## src/rtl/accel_pkg.sv

```systemverilog
// rtl/accel_pkg.sv - ADXL345 register constants and poller state encoding
package accel_pkg;

    localparam logic [7:0] REG_DATA_FORMAT = 8'h31;
    localparam logic [7:0] REG_POWER_CTL   = 8'h2D;
    localparam logic [7:0] REG_DATAX0      = 8'h32;
    localparam logic [7:0] PWR_MEASURE     = 8'h08;

    typedef enum logic [3:0] {
        IDLE       = 4'd0,
        INIT_ISSUE = 4'd1,
        INIT_WAIT  = 4'd2,
        POLL_WAIT  = 4'd3,
        RD_ISSUE   = 4'd4,
        RD_WAIT    = 4'd5,
        PUBLISH    = 4'd6,
        ERROR      = 4'd7
    } accel_poll_state_e;

endpackage

```

## src/rtl/period_tick.sv

```systemverilog
// rtl/period_tick.sv - free-running down-counter emitting a 1-cycle tick every PERIOD cycles
module period_tick #(
    parameter int unsigned PERIOD = 2
) (
    input  logic clk,
    input  logic rst,
    input  logic clear,
    output logic tick
);

    localparam int W = (PERIOD > 1) ? $clog2(PERIOD) : 1;
    localparam logic [W-1:0] LOAD = W'(PERIOD - 1);

    logic [W-1:0] cnt;

    always_ff @(posedge clk or negedge rst) begin
        if (!rst) begin
            cnt <= LOAD;
        end else if (clear || cnt == '0) begin
            cnt <= LOAD;
        end else begin
            cnt <= cnt - 1'b1;
        end
    end

    // clear holds the phase at zero so the first tick lands PERIOD cycles after release
    assign tick = !clear && (cnt == '0);

endmodule

```

## src/rtl/accel_poller.sv

```systemverilog
// rtl/accel_poller.sv - ADXL345 init and fixed-rate XYZ poller driving an i2c_controller
module accel_poller
    import accel_pkg::*;
#(
    parameter int unsigned SYS_CLK_SPEED   = 50_000_000,
    parameter int unsigned SAMPLE_RATE_HZ  = 100,
    parameter logic [6:0]  DEV_ADDR        = 7'h1D,
    parameter logic [7:0]  DATA_FORMAT_VAL = 8'h0B,
    parameter int unsigned TIMEOUT_CYCLES  = 100_000
) (
    input  logic        clk,
    input  logic        rst,
    input  logic        enable,
    output logic [6:0]  i2c_dev_addr,
    output logic [7:0]  i2c_reg_addr,
    output logic        i2c_r_w,
    output logic [7:0]  i2c_write_data,
    output logic        i2c_start,
    input  logic        i2c_ready,
    input  logic        i2c_finished,
    input  logic [7:0]  i2c_read_data,
    output logic [15:0] accel_x,
    output logic [15:0] accel_y,
    output logic [15:0] accel_z,
    output logic        sample_valid,
    output logic        init_done,
    output logic        error,
    output logic [3:0]  dbg_state
);

    localparam int unsigned PERIOD = SYS_CLK_SPEED / SAMPLE_RATE_HZ;
    localparam int TW = $clog2(TIMEOUT_CYCLES + 1);
    localparam logic [TW-1:0] TMO_LAST = TW'(TIMEOUT_CYCLES - 1);

    accel_poll_state_e state;
    logic [2:0]        idx;
    logic              init_step;
    logic [TW-1:0]     tmo_cnt;
    logic              pending;
    logic [5:0][7:0]   shadow;
    logic              tick;
    logic              timer_clear;

    // The sample period only runs while polling; it restarts on each entry from IDLE/init.
    assign timer_clear = !(state inside {POLL_WAIT, RD_ISSUE, RD_WAIT, PUBLISH});

    period_tick #(.PERIOD(PERIOD)) u_period (
        .clk   (clk),
        .rst   (rst),
        .clear (timer_clear),
        .tick  (tick)
    );

    assign i2c_dev_addr = DEV_ADDR;
    assign dbg_state    = state;

    always_ff @(posedge clk or negedge rst) begin
        if (!rst) begin
            state          <= IDLE;
            idx            <= '0;
            init_step      <= 1'b0;
            tmo_cnt        <= '0;
            pending        <= 1'b0;
            shadow         <= '0;
            i2c_reg_addr   <= '0;
            i2c_r_w        <= 1'b1;
            i2c_write_data <= '0;
            i2c_start      <= 1'b0;
            accel_x        <= '0;
            accel_y        <= '0;
            accel_z        <= '0;
            sample_valid   <= 1'b0;
            init_done      <= 1'b0;
            error          <= 1'b0;
        end else begin
            i2c_start    <= 1'b0;
            sample_valid <= 1'b0;
            // Ticks that land during a long read set are remembered, not lost.
            if (timer_clear)
                pending <= 1'b0;
            else if (tick)
                pending <= 1'b1;

            case (state)
                IDLE: begin
                    init_step <= 1'b0;
                    if (enable)
                        state <= init_done ? POLL_WAIT : INIT_ISSUE;
                end
                INIT_ISSUE: begin
                    if (!enable) begin
                        state <= IDLE;
                    end else if (i2c_ready) begin
                        i2c_start      <= 1'b1;
                        i2c_r_w        <= 1'b0;
                        i2c_reg_addr   <= init_step ? REG_POWER_CTL : REG_DATA_FORMAT;
                        i2c_write_data <= init_step ? PWR_MEASURE : DATA_FORMAT_VAL;
                        tmo_cnt        <= '0;
                        state          <= INIT_WAIT;
                    end
                end
                INIT_WAIT: begin
                    if (i2c_finished) begin
                        if (init_step) begin
                            init_done <= 1'b1;
                            state     <= enable ? POLL_WAIT : IDLE;
                        end else begin
                            init_step <= 1'b1;
                            state     <= enable ? INIT_ISSUE : IDLE;
                        end
                    end else if (tmo_cnt == TMO_LAST) begin
                        error <= 1'b1;
                        state <= ERROR;
                    end else begin
                        tmo_cnt <= tmo_cnt + 1'b1;
                    end
                end
                POLL_WAIT: begin
                    if (!enable) begin
                        state <= IDLE;
                    end else if (pending || tick) begin
                        pending <= 1'b0;
                        idx     <= '0;
                        state   <= RD_ISSUE;
                    end
                end
                RD_ISSUE: begin
                    if (!enable) begin
                        state <= IDLE;
                    end else if (i2c_ready) begin
                        i2c_start    <= 1'b1;
                        i2c_r_w      <= 1'b1;
                        i2c_reg_addr <= REG_DATAX0 + {5'd0, idx};
                        tmo_cnt      <= '0;
                        state        <= RD_WAIT;
                    end
                end
                RD_WAIT: begin
                    if (i2c_finished) begin
                        shadow[idx] <= i2c_read_data;
                        if (!enable) begin
                            state <= IDLE;
                        end else if (idx == 3'd5) begin
                            state <= PUBLISH;
                        end else begin
                            idx   <= idx + 1'b1;
                            state <= RD_ISSUE;
                        end
                    end else if (tmo_cnt == TMO_LAST) begin
                        error <= 1'b1;
                        state <= ERROR;
                    end else begin
                        tmo_cnt <= tmo_cnt + 1'b1;
                    end
                end
                PUBLISH: begin
                    accel_x      <= {shadow[1], shadow[0]};
                    accel_y      <= {shadow[3], shadow[2]};
                    accel_z      <= {shadow[5], shadow[4]};
                    sample_valid <= 1'b1;
                    state        <= POLL_WAIT;
                end
                ERROR: begin
                    state <= ERROR;
                end
                default: begin
                    state <= IDLE;
                end
            endcase
        end
    end

endmodule

```

## config.mk

```make
export PLATFORM = sky130hd
export DESIGN_NAME = accel_poller
export DESIGN_NICKNAME = d
export VERILOG_FILES = /design/src/rtl/accel_pkg.sv /design/src/rtl/period_tick.sv /design/src/rtl/accel_poller.sv
export SDC_FILE = /design/constraint.sdc
export NUM_CORES = 1
export LEC_CHECK = 0
export ABC_AREA = 1
export ABC_CLOCK_PERIOD_IN_PS = 1600
export CAP_MARGIN = 20
export CELL_PAD_IN_SITES_DETAIL_PLACEMENT = 0
export CELL_PAD_IN_SITES_GLOBAL_PLACEMENT = 1
export CORE_AREA = 5 5 163 165
export CTS_BUF_LIST = sky130_fd_sc_hd__clkbuf_2
export CTS_CLUSTER_DIAMETER = 40
export DETAILED_ROUTE_END_ITERATION = 16
export DIE_AREA = 0 0 168 170
export MAX_ROUTING_LAYER = met4
export PLACE_DENSITY = 0.7
export SLEW_MARGIN = 10
export SYNTH_ARGS = -nofsm -noshare
export SYNTH_HDL_FRONTEND = slang
export SYNTH_SLANG_ARGS = --single-unit
```

## constraint.sdc

```tcl
create_clock -name clk -period 1.6 [get_ports clk]
set_input_delay 0.32 -clock clk [delete_from_list [all_inputs] [get_ports clk]]
set_output_delay 0.32 -clock clk [all_outputs]
set_load 0.01 [all_outputs]
```

==> impl_metrics.tcl <==
set metrics [dict create \
    top_cell_type_by_total_area_after_synthesis "sky130_fd_sc_hd__dfrtp_1" \
    layout-area-overhead-vs-synth_pct 46.9 \
    yosysSeqAreaShare 0.563 \
    fin_crit_sh 1.08 \
    power_density_nw_per_um2 1100 \
    required_time_at_the_endpoint_of_the_critical_path_ps 1280 \
    die_height_um 170 \
    clkLatencyLatePin_ps 750 \
    dieWidth_um 168 \
    timing.setup.critical_path_class "reg2out" \
    preCtsSetupSlack_ps -180 \
    syn-mean-instance-area_um2 8.47 \
    xor_xnor_portion_of_the_synthesized_cell_area 0.0293 \
    root_cell_of_the_clock_tree "sky130_fd_sc_hd__clkbuf_2" \
    synth_top_family_by_area "simple AND/OR/NAND/NOR gates" \
    worstSetupStartpointType "flip-flop" \
    ys_warn_count 0 \
    worst_clock_skew_ps 52.7 \
    area_fraction_in_compound_gates_after_synthesis 0.0657 \
    layout.nets 1041 \
    antenna_found_initial 1 \
    drtIter0Drc 355 \
    power_switching_share 0.380 \
    synth-main-ff-cell "sky130_fd_sc_hd__dfrtp_1" \
    cts-buffers-inserted 17 \
    total_die_area_um2 28600 \
    vias 5964 \
    timing.critical_path.slowest_stage_cell "sky130_fd_sc_hd__dfstp_2" \
    worst_ep_arrival_time_ps 1410 \
    highest_count_cells_in_the_layout_ignoring_fill_and_taps "229 x sky130_fd_sc_hd__nand2_1, 142 x sky130_fd_sc_hd__dfrtp_1, 88 x sky130_fd_sc_hd__buf_4" \
    routed_wirelength_um 19400 \
    area_contributors_post_synth "sky130_fd_sc_hd__dfrtp_1 52%, sky130_fd_sc_hd__nand2_1 17%, sky130_fd_sc_hd__o21ai_0 4.8%" \
    timing.final.setup_violations 114 \
    num_rows 58 \
    critPathMaxStageDelay_ps 600 \
    async_flop_share 1.00 \
    postLayoutCellArea_um2 10100 \
    grt_use_total 0.132 \
    fmax_mhz 577 \
    clockBufferDepth 2 \
    timing.critical_path.cells "buf_6" \
    postLayoutSetupSlackWorst_ps -133 \
    synth_area_um2 6870 \
    post_synth_fa_ha_maj_area_fraction 0.0146 \
    timing.final.crit_period_ps 1730 \
    sequentialPowerShare 0.463 \
    post_synth_edffs 0 \
    clock-sinks 154 \
    place.detailed.hpwl_um 12100 \
    drtPass1Iterations 7 \
    post-synth-top-area-fraction 0.517 \
    final_common_cell "sky130_fd_sc_hd__nand2_1" \
    relative_slew_margins 0.442 \
    core_um2 24900 \
    io_buffers 78 \
    clk_pin_slew_worst_paths_ps 310 \
    grt_max_degree 57 \
    worstSetupEndpointType "output pin" \
    globalplace.congestion 0.858 \
    placed_cell_area_um2 8540 \
    vias_per_cell 4.37 \
    number_of_global_route_vias_before_repair 5721 \
    result_of_the_run "finished, violations left" \
    power_switching_w 0.00422 \
    cp_num_buf_inv 1 \
    cts_max_level 4 \
    p_clk_frac 0.206 \
    total_count_of_max_transition_violations_in_the_final_report 0 \
    grt_setup_unrepaired "yes" \
    grt_remaining_overflow 0 \
    static-leakage-power_nw 5.11 \
    crit_fanout 2 \
    drtAntennaViolNets 0 \
    n_fill_cell 2474 \
    global_route_wire_length_before_repair_um 29500 \
    post_synthesis_cell_type_count 36 \
    yosys-mux-area-fraction 0 \
    internal_power_w 0.00689 \
    finalHoldViolCount 0 \
    drv_cap 0 \
    synthesis.instances 812 \
    worst_slew_pin_slew_ps 834 \
    power.ir.vdd_worst_uv 692 \
    timing.critical_path.max_delay_family "flip-flops" \
    postSynthRegisterBits 154 \
    starting_density 0.276 \
    violated_checks "negative setup slack" \
    top_level_ports 93 \
    drive_gt1_frac 0.396 \
    detail_route.wl_per_cell_um 14.2 \
    logic_pwr_share 0.330 \
    synth_simple_gate_area_share 0.260 \
    min-delay-path-class "in2async" \
    remaining_drc_errors 0 \
    tritoncts "yes" \
]
metrics by stage:
| stage | utilization | std cells | total power [W] | hold slack (ps) | setup TNS (ps) |
|---|---|---|---|---|---|
| 2_1_floorplan | - | 825 | 0.00639 | 24.4 | -108 |
| 3_3_place_gp | 0.343 | 1274 | 0.00780 | 187 | -8190 |
| 3_5_place_dp | 0.343 | 1274 | 0.00782 | 188 | -9790 |
| 4_1_cts | 0.361 | 1336 | 0.0103 | 3.71 | -10540 |
| 5_1_grt | 0.406 | 1364 | 0.0118 | 35.1 | -17760 |
| 6_report | 0.406 | 1364 | 0.0111 | 72.3 | -4840 |
cell families after synthesis:
logic type,count (synthesis)
DFF,154
buffers and inverters,98
and+or+nand+nor,441
AOI/OAI and AO/OA,86
xor gates and xnor gates,23
adders and majority gates,8
other,2
cell type report:
| type | count | area [um^2] | share of cell area |
|---|---|---|---|
| flip-flops and latches | 154 | 3870 | 0.383 |
| inverters | 63 | 269 | 0.0266 |
| multi-input cells | 573 | 3300 | 0.327 |
| clock inverters | 15 | 178 | 0.0176 |
| repair buffers | 211 | 1980 | 0.196 |
| clock buffers | 17 | 85.1 | 0.00843 |
| diodes | 1 | 2.50 | 0.000248 |
| well taps | 330 | 413 | 0.0409 |
synth_stat cells, types with 6 or more instances:
cell                       number
sky130_fd_sc_hd__a21oi_1       13
sky130_fd_sc_hd__buf_2         11
sky130_fd_sc_hd__buf_4         15
sky130_fd_sc_hd__clkbuf_1       6
sky130_fd_sc_hd__dfrtp_1      142
sky130_fd_sc_hd__dfstp_2       12
sky130_fd_sc_hd__ha_1           8
sky130_fd_sc_hd__inv_1         56
sky130_fd_sc_hd__nand2_1      309
sky130_fd_sc_hd__nand3_1       42
sky130_fd_sc_hd__nor2_1        64
sky130_fd_sc_hd__o21ai_0       66
sky130_fd_sc_hd__xor2_1        19
sequential cells by signal (all words and copies together), names as in the netlist:
register	flops
init_step	1
i2c_start	1
shadow	48
error	1
i2c_r_w	1
i2c_reg_addr	6
u_period.cnt	19
accel_z	16
dbg_state	4
idx	3
accel_y	16
i2c_write_data	2
sample_valid	1
pending	1
accel_x	16
tmo_cnt	17
init_done	1
power by group through the flow:
stage | clock (W) | combinational (W) | sequential (W)
finish | 0.00229 | 0.00367 | 0.00515
CTS | 0.00239 | 0.00291 | 0.00503
detailed placement | 0 | 0.00270 | 0.00512
global route | 0.00253 | 0.00403 | 0.00524
floorplan | 0 | 0.00122 | 0.00518
global placement | 0 | 0.00267 | 0.00514
final timing paths:
check	depth (start not counted)	start	slack [ps]	endpoint
worst min register to register	2	shadow[12]	490	accel_x[12]
min in group clk	4	i2c_ready	240	dbg_state[0]
worst min-delay path	3	rst	70	tmo_cnt[4]
max in group asynchronous	3	rst	290	accel_z[6]
worst max-delay path	1	i2c_r_w	-130	i2c_r_w
worst max register to register	12	tmo_cnt[1]	-120	tmo_cnt[5]
per-layer routing:
metal	global-route usage	wire length, um	up-vias
li1	-	-	2959
met1	0.171	8780	2889
met2	0.213	9810	101
met3	0.0228	563	15
met4	0.0402	246	0
met5	-	0	-
what timing repair did:
item	4_1_cts	5_1_grt
endpoints found under the setup margin	105	192
hold endpoints to repair	154	0
resized for setup	341	253
pin swaps	23	30
hold buffers	2	0
cloned	2	9
buffers inserted	27	19
No activity file was read; power rests on OpenSTA's default activity.
